File: src/rtl/pipe_pkg.sv
// Shared definitions for the pipeline control block: stall vectors,
// exception codes, trap vector addresses and the control FSM states.
package pipe_pkg;

  // Stall vector bits: 0 PC, 1 IF/ID, 2 ID/EX, 3 EX/MEM, 4 MEM/WB, 5 WB
  localparam logic [5:0] STALL_NONE = 6'b000000;
  localparam logic [5:0] STALL_IF   = 6'b000011;
  localparam logic [5:0] STALL_ID   = 6'b000111;
  localparam logic [5:0] STALL_EX   = 6'b001111;
  localparam logic [5:0] STALL_MEM  = 6'b011111;

  localparam logic [31:0] EXC_INT     = 32'h1;
  localparam logic [31:0] EXC_SYSCALL = 32'h8;
  localparam logic [31:0] EXC_INVALID = 32'ha;
  localparam logic [31:0] EXC_OV      = 32'hc;
  localparam logic [31:0] EXC_TRAP    = 32'hd;
  localparam logic [31:0] EXC_ERET    = 32'he;

  localparam logic [31:0] VEC_INT = 32'h20;
  localparam logic [31:0] VEC_GEN = 32'h40;

  typedef enum logic {
    ST_RUN     = 1'b0,
    ST_RECOVER = 1'b1
  } pipe_state_e;

endpackage

File: src/rtl/exc_vector.sv
// Combinational exception-code to redirect-PC mapping; eret returns to EPC,
// interrupts go to the interrupt vector, everything else to the general vector.
module exc_vector
  import pipe_pkg::*;
(
  input  logic [31:0] except_type,
  input  logic [31:0] cp0_epc,
  output logic [31:0] new_pc
);

  always_comb begin
    new_pc = VEC_GEN;
    case (except_type)
      EXC_INT:                                     new_pc = VEC_INT;
      EXC_SYSCALL, EXC_INVALID, EXC_OV, EXC_TRAP:  new_pc = VEC_GEN;
      EXC_ERET:                                    new_pc = cp0_epc;
      default:                                     new_pc = VEC_GEN;
    endcase
  end

endmodule

File: src/rtl/pipe_ctrl.sv
// Pipeline control: stall priority encoding, exception flush/redirect with a
// one-cycle recovery state, a sticky stall watchdog and two perf counters.
module pipe_ctrl
  import pipe_pkg::*;
#(
  parameter int STALL_TIMEOUT = 1023,
  parameter int CNT_W         = 32
) (
  input  logic             clk,
  input  logic             rst,
  input  logic             stallreq_if,
  input  logic             stallreq_id,
  input  logic             stallreq_ex,
  input  logic             stallreq_mem,
  input  logic             except_valid,
  input  logic [31:0]      except_type,
  input  logic [31:0]      cp0_epc,
  output logic [5:0]       stall,
  output logic             flush,
  output logic [31:0]      new_pc,
  output logic             stall_timeout,
  output logic [CNT_W-1:0] stall_cycles,
  output logic [CNT_W-1:0] flush_count,
  output logic             state_dbg
);

  pipe_state_e state, state_next;
  logic [31:0] exc_pc;
  logic [15:0] wd_cnt, wd_next;

  exc_vector u_exc_vector (
    .except_type (except_type),
    .cp0_epc     (cp0_epc),
    .new_pc      (exc_pc)
  );

  assign state_dbg = (state == ST_RECOVER);

  always_ff @(posedge clk) begin
    if (rst) state <= ST_RUN;
    else     state <= state_next;
  end

  // Outputs are forced quiet during reset so no stage freezes or flushes then.
  always_comb begin
    stall      = STALL_NONE;
    flush      = 1'b0;
    new_pc     = 32'h0;
    state_next = state;
    if (!rst) begin
      case (state)
        ST_RUN: begin
          if (except_valid) begin
            flush      = 1'b1;
            new_pc     = exc_pc;
            state_next = ST_RECOVER;
          end else if (stallreq_mem) begin
            stall = STALL_MEM;
          end else if (stallreq_ex) begin
            stall = STALL_EX;
          end else if (stallreq_id) begin
            stall = STALL_ID;
          end else if (stallreq_if) begin
            stall = STALL_IF;
          end
        end
        ST_RECOVER: state_next = ST_RUN;
        default:    state_next = ST_RUN;
      endcase
    end
  end

  // Watchdog counts consecutive stalled cycles and saturates at all-ones.
  always_comb begin
    wd_next = 16'd0;
    if (stall != STALL_NONE)
      wd_next = (wd_cnt == 16'hffff) ? wd_cnt : wd_cnt + 16'd1;
  end

  always_ff @(posedge clk) begin
    if (rst) begin
      wd_cnt        <= 16'd0;
      stall_timeout <= 1'b0;
      stall_cycles  <= '0;
      flush_count   <= '0;
    end else begin
      wd_cnt <= wd_next;
      if (wd_next == 16'(STALL_TIMEOUT)) stall_timeout <= 1'b1;
      if (stall[0]) stall_cycles <= stall_cycles + CNT_W'(1);
      if (flush)    flush_count  <= flush_count + CNT_W'(1);
    end
  end

endmodule

File: config.mk
export PLATFORM = sky130hd
export DESIGN_NAME = pipe_ctrl
export DESIGN_NICKNAME = d
export VERILOG_FILES = /design/src/rtl/pipe_pkg.sv /design/src/rtl/exc_vector.sv /design/src/rtl/pipe_ctrl.sv
export SDC_FILE = /design/constraint.sdc
export NUM_CORES = 1
export LEC_CHECK = 0
export CORE_MARGIN = 2
export CORE_UTILIZATION = 46
export CTS_BUF_LIST = sky130_fd_sc_hd__clkbuf_2
export DETAILED_ROUTE_END_ITERATION = 8
export GPL_TIMING_DRIVEN = 1
export PLACE_DENSITY_LB_ADDON = 0.3
export RECOVER_POWER = 100
export SYNTH_ARGS = -nofsm -noshare
export SYNTH_HDL_FRONTEND = slang
export SYNTH_HIERARCHICAL = 1
export SYNTH_SLANG_ARGS = --single-unit
export TNS_END_PERCENT = 10
File: constraint.sdc
create_clock -name clk -period 2.85 [get_ports clk]
set_clock_uncertainty 0.05 [all_clocks]
set_input_delay 0.57 -clock clk [delete_from_list [all_inputs] [get_ports clk]]
set_output_delay 0.57 -clock clk [all_outputs]
set_load 0.02 [all_outputs]
==> flow_results.org, run 1 <==
** Run status
- Status :: complete, no violations

** Final layout
- Final-layout fill cell count :: around 820
- Layout cells sized above 1 :: 0.186
- After routing the design area is roughly 6900 um2.
- Signed area change from the synthesized netlist to the final layout :: 49.2%
- Utilization after layout :: 0.707
- The sequential cells in the finished layout cover a total of approximately 1600 um2.
- Multi-input gate area :: 2760 um2
- Net count reported at finish :: 818

** Worst setup path
- STA classifies the critical path startpoint as an input pin.
- Critical path endpoint category :: output port
- For the worst setup path, the data required time is roughly 2.2 ns.
- Maximum net fanout on the critical path :: 7
- Critical Setup Path Class :: input pin to output port
- Data on the critical path arrives at its endpoint at approximately 2.2 ns.

** Yosys
- Among all flip-flop cells after synthesis, the most frequent one is sky130_fd_sc_hd__dfxtp_1.
- Each instance of the synthesized netlist takes up on average 8.42 um2.
- The cell count after synthesis came out at 550.
- After synthesis, the netlist uses 54 different library cells.
- In the post-synthesis netlist, the biggest area contributors are sky130_fd_sc_hd__dfxtp_1 35%, sky130_fd_sc_hd__xor2_1 8.9%, sky130_fd_sc_hd__nor3_2 7.1%.
- Sequential cell area fraction in the yosys report :: 0.354
- Async S/R FF share, synth :: 0
- Number of flip-flops and latches in the synthesized netlist :: between 80 and 90
- In the synthesized netlist, the cells that appear most often are 82 x sky130_fd_sc_hd__dfxtp_1, 77 x sky130_fd_sc_hd__nor2_1, 47 x sky130_fd_sc_hd__xor2_1.
- The share of synthesized area in the top cell type comes to 0.354.
- The synthesized netlist occupies a cell area of 4630 um2.
- The number of nets handed over by synthesis was approximately 620.
- For this run, the number of Yosys warnings is 6.
- Of all cell types, the one taking the most synthesized area is sky130_fd_sc_hd__dfxtp_1.
- Number of enable-type register cells in the synthesized netlist :: 0
- Most repeated cell in the gate-level netlist after synthesis :: sky130_fd_sc_hd__dfxtp_1

** Global routing
- GRT met1 Usage :: 0.241
- In the global route stage, met2 resource usage came out at 0.418.
- For met3 alone, demand over resource in global routing was 0.0520.
- Pin count of the biggest net entering global routing :: between 60 and 70
- For this run the aggregate overflow at the end of global routing stands at 0.
- The number of antenna violations at the first check in global routing was 1.
- In this run the most used layer during global routing was met2.
- Via count of the first global-routing pass :: between 4000 and 5000
- The first global-routing pass estimated approximately 20 mm of wire.
- Across every metal layer, demand over resource in global routing totals 0.227.

** Detailed routing
- Ratio of routed vias to standard cells :: between 5 and 6
- Total detailed-routing wirelength :: 13.1 mm
- For this block, the via count after detailed routing is 4570.
- DRC violations left :: 0
- Drt pass-1 iters :: 4
- Antenna violation net count after detailed routing :: 0
- In the final routed layout, each cell accounts on average for around 15 um.
- The detailed router finished its first iteration with around 190 violations.

** Clock tree
- Clock transition time at the flip-flop clock pins of the worst setup and hold paths :: approximately 0.22 ns
- The later pin in the worst-skew pair is clocked with a latency of between 0.5 and 0.6 ns.
- The clock passes through at most 2 buffers.
- Buffers inserted during clock tree synthesis total 9.
- CTS tree :: yes
- The clock net in this run drives a total of around 80 sinks.
- CTS built an H-tree with a depth of 3.
- The tree is rooted in a sky130_fd_sc_hd__clkbuf_2.

** Pwr
- In this run the power density over the cells is around 330 nW/um2.
- Across the VDD grid, the largest voltage drop is around 300 uV.
- In this run the static leakage power is ~2.9 nW.

** Floorplanning
- From left edge to right edge, the die measures approximately 100 um.
- In this run the core area contains 36 standard-cell rows.
- DIE AREA :: between 10000 and 15000 um2
- Initial core utilization :: 0.474
- The die is about 100 um tall.
- The core region is between 9000 and 10000 um2.
- around 180 I/O pins were placed.

** STA
- At the pin with the least slew margin, the transition time is approximately 1.3 ns.
- The worst path meets setup with 0.0292 ns of slack.
- Counting I/O delays and the setup requirement, the final critical path takes between 2 and 3 ns.
- Setup violations remaining at the end of the flow were counted as 0.
- Min Hold Slack :: roughly 0.46 ns
- Dividing the final minimum period by the clock period gives 0.990.
- Remaining max-slew budget at the tightest pin :: 0.112
- The total count of max-transition violations in the final report was 0.
- The count of final hold-check violations came to 0.
- Setup repair after global routing could not meet its margin everywhere.
- Timing would allow up to ~0.35 GHz.

** Run
- Max-cap check violation count :: 0

** Placed design
- Post-Place Worst Slack :: -0.597 ns
- Placed Instance Area :: approximately 6600 um2
- The congestion estimate from routability-driven global placement came to between 0.8 and 0.9.
- Detailed placement ended at an HPWL of about 9.5 mm.
- Count of input and output buffers :: between 150 and 200

** Min path
- The worst hold path belongs to the class flip-flop to flip-flop.
-- cells in the final DEF, fill, tap and decap left out, types with 4 or more instances in the layout --
master / count
sky130_fd_sc_hd__inv_1: 37
sky130_fd_sc_hd__nor3_1: 6
sky130_fd_sc_hd__and3_1: 15
sky130_fd_sc_hd__clkbuf_1: 4
sky130_fd_sc_hd__dfxtp_1: 82
sky130_fd_sc_hd__or3_1: 6
sky130_fd_sc_hd__nor4_2: 9
sky130_fd_sc_hd__nand4_1: 18
sky130_fd_sc_hd__dlymetal6s2s_1: 20
sky130_fd_sc_hd__clkdlybuf4s50_1: 105
sky130_fd_sc_hd__buf_12: 4
sky130_fd_sc_hd__dlygate4sd2_1: 12
sky130_fd_sc_hd__nand3_1: 28
sky130_fd_sc_hd__mux2i_1: 7
sky130_fd_sc_hd__xor2_1: 47
sky130_fd_sc_hd__bufinv_16: 4
sky130_fd_sc_hd__nor3_2: 33
sky130_fd_sc_hd__clkbuf_2: 12
sky130_fd_sc_hd__o21ai_0: 8
sky130_fd_sc_hd__and4_1: 10
sky130_fd_sc_hd__xnor2_1: 14
sky130_fd_sc_hd__nor2_1: 77
sky130_fd_sc_hd__nand2_1: 33
sky130_fd_sc_hd__clkbuf_16: 4
sky130_fd_sc_hd__buf_4: 34
sky130_fd_sc_hd__and2_1: 34
sky130_fd_sc_hd__buf_2: 16
sky130_fd_sc_hd__a21oi_1: 10
-- layout make-up --
class                      instances  share of cell area
clock buffer                       9             0.00652
inverter                          39              0.0212
clock inverter                     7              0.0205
sequential                        82               0.238
antenna                            1            0.000362
timing repair buffer             207               0.290
tap                              133              0.0241
multi-input combinational        405               0.399
-- path summary, 6_finish.rpt --
path / start / endpoint / slack [ns] / cells after the start
max: except_type[2] / new_pc[7] / 0.03 / 7
min reg2reg: stall_timeout / stall_timeout / 0.46 / 2
max reg2reg: wd_cnt[0] / stall_timeout / 0.25 / 7
min: stall_timeout / stall_timeout / 0.46 / 2
-- repair_timing --
item / in CTS / in global routing
hold buffers: 0 / 0
endpoints found under the setup margin: 37 / 33
gates cloned: 2 / 2
setup buffers: 3 / 2
resized for setup: 146 / 61
pin swaps: 5 / 11
-- per-layer routing --
metal  vias up  wire length [um]
met4         0               401
met5         -                 0
li1       2248                 -
met2       169              6930
met3        26               845
met1      2127              4890
-- state kept, by name, indices dropped and copies added, names as in the netlist --
register	cells
state_dbg	1
stall_timeout	1
wd_cnt	16
flush_count	32
stall_cycles	32
-- worst max-delay path, cell delays in order --
cell                              delay [ns]
sky130_fd_sc_hd__clkdlybuf4s50_1        0.49
sky130_fd_sc_hd__and4b_2                0.28
sky130_fd_sc_hd__nand4b_4               0.20
sky130_fd_sc_hd__clkbuf_16              0.23
sky130_fd_sc_hd__nor3_2                 0.16
sky130_fd_sc_hd__and2_4                 0.16
sky130_fd_sc_hd__buf_6                  0.11
-- per-stage QoR --
stage          instances  power [mW]  setup TNS (ns)
3_5_place_dp         857        1.42          -17.97
6_report             883        2.26               0
5_1_grt              883        2.34         -0.0611
4_1_cts              878        2.28          -0.517
2_1_floorplan        550        1.26               0
3_3_place_gp         857        1.41          -17.38
-- cell families (layout without fill, tap and decap cells) --
group                      after synthesis  after routing  synth area share
AOI/OAI and AO/OA                       31             31            0.0438
xor gates and xnor gates                61             61             0.115
other                                    1              2          0.000810
muxes                                    7              7            0.0151
DFF                                     82             82             0.354
buffers and inverters                   63            262            0.0594
and+or+nand+nor                        302            302             0.403
adders and majority gates                3              3           0.00810
-- report_power, final --
part / switching, mW / total (mW) / internal [mW]
sequential: 0.00891 / 1.17 / 1.16
clock: 0.409 / 0.874 / 0.466
combinational: 0.0995 / 0.223 / 0.124
total: 0.517 / 2.26 / 1.75
Note: power is estimated with default switching activity, not from simulation.
==> run 2: changes to the inputs <==
Settings changed: REMOVE_ABC_BUFFERS set to 1.
Clock period 2.85 ns to 2.9 ns, I/O delays scaled along.
==> flow_results.org, run 2 (synthesized netlist as in run 1, its figures left out) <==
** Worst setup path
- CP Data Required Time :: 2.27 ns (+0.04 ns)
- Arrival time of data at the critical path endpoint :: 2.30 ns (+0.10 ns)
- Cell mode on critical path :: sky130_fd_sc_hd__buf_6
- STA classifies the critical path startpoint as an input pin.
- Maximum net fanout on the critical path :: 3 (-4)
- Cell Chain, Critical Path :: clkdlybuf4s50_1 -> nor4_2 -> nand4_1 -> buf_6 -> or4_4 -> and2_4 -> buf_6
- The slowest stage of the critical path belongs to the cell sky130_fd_sc_hd__or4_4.
- The worst setup path is captured at an output port.
- Delay of the slowest cell on the worst path :: 0.50 ns (about the same)
- Critical Setup Path Class :: input pin to output port

** Floorplanning
- The initial core utilization was 0.474 (unchanged).
- Number of placement rows :: 36 (unchanged)
- Number of top-level pins :: 176 (unchanged)
- DIE AREA :: 10900 um2 (unchanged)
- The area inside the core boundary was 9770 um2 (unchanged).
- The overall die height is 104 um (unchanged).
- Die outline width :: 104 um (unchanged)

** STA
- Fmax achieved :: about 0.34 GHz
- Final worst slack :: -0.0281 ns (-0.0573 ns)
- Min Hold Slack :: 0.424 ns (-0.0356 ns)
- Of the available clock period, the critical path in the final layout requires 1.01.
- The slew at the pin closest to its max-slew limit came to 0.606 ns (-0.726 ns).
- RSZ-0062 raised after global routing :: yes
- Remaining max-slew budget at the tightest pin :: 0.593 (+0.481)
- The setup-violating endpoint count in the final report was 1 (+1).
- Max-slew violation count :: 0 (unchanged)
- The count of final hold-check violations was 0 (unchanged).
- Post-layout minimum cycle time :: around 2.9 ns

** Detailed routing
- The detailed-route wire length was 12.8 mm (-2.3%).
- Ratio of routed vias to standard cells :: 5.24 (+1.3%)
- The count of vias placed by the detailed router is 4650 (+1.8%).
- The first-pass iteration count of the detailed router was 4 (unchanged).
- The count of antenna-violating nets left after detailed routing is 0 (unchanged).
- DRC violations left :: 0 (unchanged)
- The number of DRC markers in iteration 0 came to 206 (+10%).
- Detailed-route wire length per cell :: 14.4 um (-2.8%)

** Final layout
- The number of nets in the layout is 823 (+0.61%).
- The top cell types in the final layout, fill and taps aside, are 82 x sky130_fd_sc_hd__dfxtp_1, 77 x sky130_fd_sc_hd__nor2_1, 67 x sky130_fd_sc_hd__dlygate4sd3_1.
- Leaving out fill and tap cells, the most frequent cell in the layout is sky130_fd_sc_hd__dfxtp_1.
- The share of final-layout standard cells stronger than drive strength 1 is 0.172 (-0.0132).
- Final-layout fill cell count :: 765 (-7.0%)
- The final cell count without fillers came to 887 (+0.45%).
- The final core area utilization came to 0.704 (-0.00333).
- Signed area change from the synthesized netlist to the final layout :: 48.5%
- Antenna diode count :: 0 (-1)
- Design area :: 6880 um2 (-0.47%)
- The largest registers in the layout are flush_count x32, stall_cycles x32, wd_cnt x16.

** Pwr
- Leakage Power :: 3.12 nW (+8.7%)
- The power density normalized to cell area was 288 nW/um2 (-12%).
- The portion of total power attributed to sequential cells was 0.579 (+0.064).
- The proportion of power drawn by combinational gates is 0.107 (+0.008).
- Net switching power figure :: 0.528 mW (+2.2%)
- The cell-internal power was 1.45 mW (-17%).
- The highest ir drop seen on vdd came to 151 uV (-49%).
- The switching share of power was 0.267 (+0.0386).
- The clock network power share was 0.314 (-0.072).
- The total power is 1.98 mW (-13%).

** Global routing
- The routing usage on met3 is 0.0564 (+0.00439).
- The met1 routing resource usage after global routing was 0.255 (+0.0138).
- The total congestion overflow was 0 (unchanged).
- The overall fraction of global-route tracks in use came to 0.231 (+0.00393).
- The number of global-route vias before repair is 4423 (-1.2%).
- First-pass GRT wire length :: 20.9 mm (+2.7%)
- The met2 capacity usage during global routing came to 0.416 (-0.00187).
- The layer flagged by global routing as most heavily used is met2.
- Pin count of the biggest net entering global routing :: 48 (-30%)
- Antenna violations before repair :: 0 (-1)

** Clock tree
- The clock latency at the later pin of the worst-skew pair is 0.59 ns (+0.04 ns).
- Clock Sinks :: 82 (unchanged)
- The clock buffer count from CTS is 9 (unchanged).
- CTS tree :: yes
- Clock transition time at the flip-flop clock pins of the worst setup and hold paths :: 0.22 ns (about the same)
- Clock tree synthesis selected as its root buffer the cell sky130_fd_sc_hd__clkbuf_2.
- Quantity of hold-fixing buffers added after cts :: 0 (unchanged)
- The maximum number of buffers from clock root to sink is 2 (unchanged).
- Count of H-tree levels built during CTS :: 3 (unchanged)

** Placed design
- The placed instance area is 6650 um2 (+0.38%).
- Final GP Congestion :: 0.898 (+5.1%)
- Count of input and output buffers :: 174 (unchanged)
- Number of cells in the design after placement :: 860 (+0.35%)
- Detail Placement HPWL :: 9.53 mm (+0.29%)

** Run
- Max-cap check violation count :: 0 (unchanged)

** Run status
- The flow ran to the end, but the final reports show violations.
- Failing checks :: setup timing

** Min path
- Min-Delay Path Class :: input pin to flip-flop
[run 2: changes by cell type in the layout (fill, tap and decap cells not counted), moves of 5 or more]
cell | previous run | this run
sky130_fd_sc_hd__buf_4 | 34 | 23
sky130_fd_sc_hd__clkbuf_1 | 4 | 13
sky130_fd_sc_hd__buf_2 | 16 | 11
sky130_fd_sc_hd__dlygate4sd3_1 | 0 | 67
sky130_fd_sc_hd__nor3_4 | 0 | 6
sky130_fd_sc_hd__nor4_1 | 3 | 8
sky130_fd_sc_hd__nor3_2 | 33 | 24
sky130_fd_sc_hd__buf_6 | 3 | 15
sky130_fd_sc_hd__clkdlybuf4s50_1 | 105 | 38
[run 2: layout make-up]
type	instances	area [um2]	share of cell area
inverters	39	146	0.0213
flip-flops and latches	82	1640	0.239
repair buffers	212	2070	0.301
clock inverters	7	68.8	0.0100
clock buffers	9	45.0	0.00655
well taps	133	166	0.0242
multi-input cells	405	2740	0.398
[run 2: routing by layer]
metal  share of wire  up-vias
met5               0        -
met4           0.020        0
met3           0.074       24
met2            0.51      172
met1            0.39     2192
li1                -     2262
[run 2: power groups by stage]
stage	clock network, mW	logic [mW]	registers [mW]
after floorplan	0	0.0544	1.17
after CTS	0.629	0.219	1.15
final	0.620	0.212	1.15
after detailed placement	0	0.222	1.17
after global routing	0.670	0.228	1.15
after global placement	0	0.219	1.17
[run 2: final timing paths]
check / depth (start not counted) / slack [ns] / to / from
worst max-delay path: 7 / -0.03 / new_pc[6] / except_type[17]
worst min-delay path: 3 / 0.42 / flush_count[17] / rst
worst max register to register: 7 / 0.30 / stall_timeout / wd_cnt[0]
worst min register to register: 2 / 0.46 / stall_timeout / stall_timeout
[run 2: through the flow]
step	setup TNS (ns)	setup slack [ns]
2_1_floorplan	-20.93	-0.806
6_report	-0.0281	-0.0281
4_1_cts	-0.0689	-0.0689
3_3_place_gp	-15.75	-0.500
3_5_place_dp	-17.39	-0.560
5_1_grt	-0.0797	-0.0686
[run 2: repair_timing]
| item | CTS | global route |
|---|---|---|
| endpoints found under the hold margin | 0 | 0 |
| cloned | 3 | 0 |
| pin swaps | 14 | 17 |
| endpoints found under the setup margin | 37 | 33 |
| resized for setup | 172 | 59 |
| setup buffers | 7 | 1 |
[run 2: critical path, delay by kind of cell]
| family | cells | cell delay, ns |
|---|---|---|
| and+or+nand+nor | 4 | 1.02 |
| buffers and inverters | 3 | 0.71 |
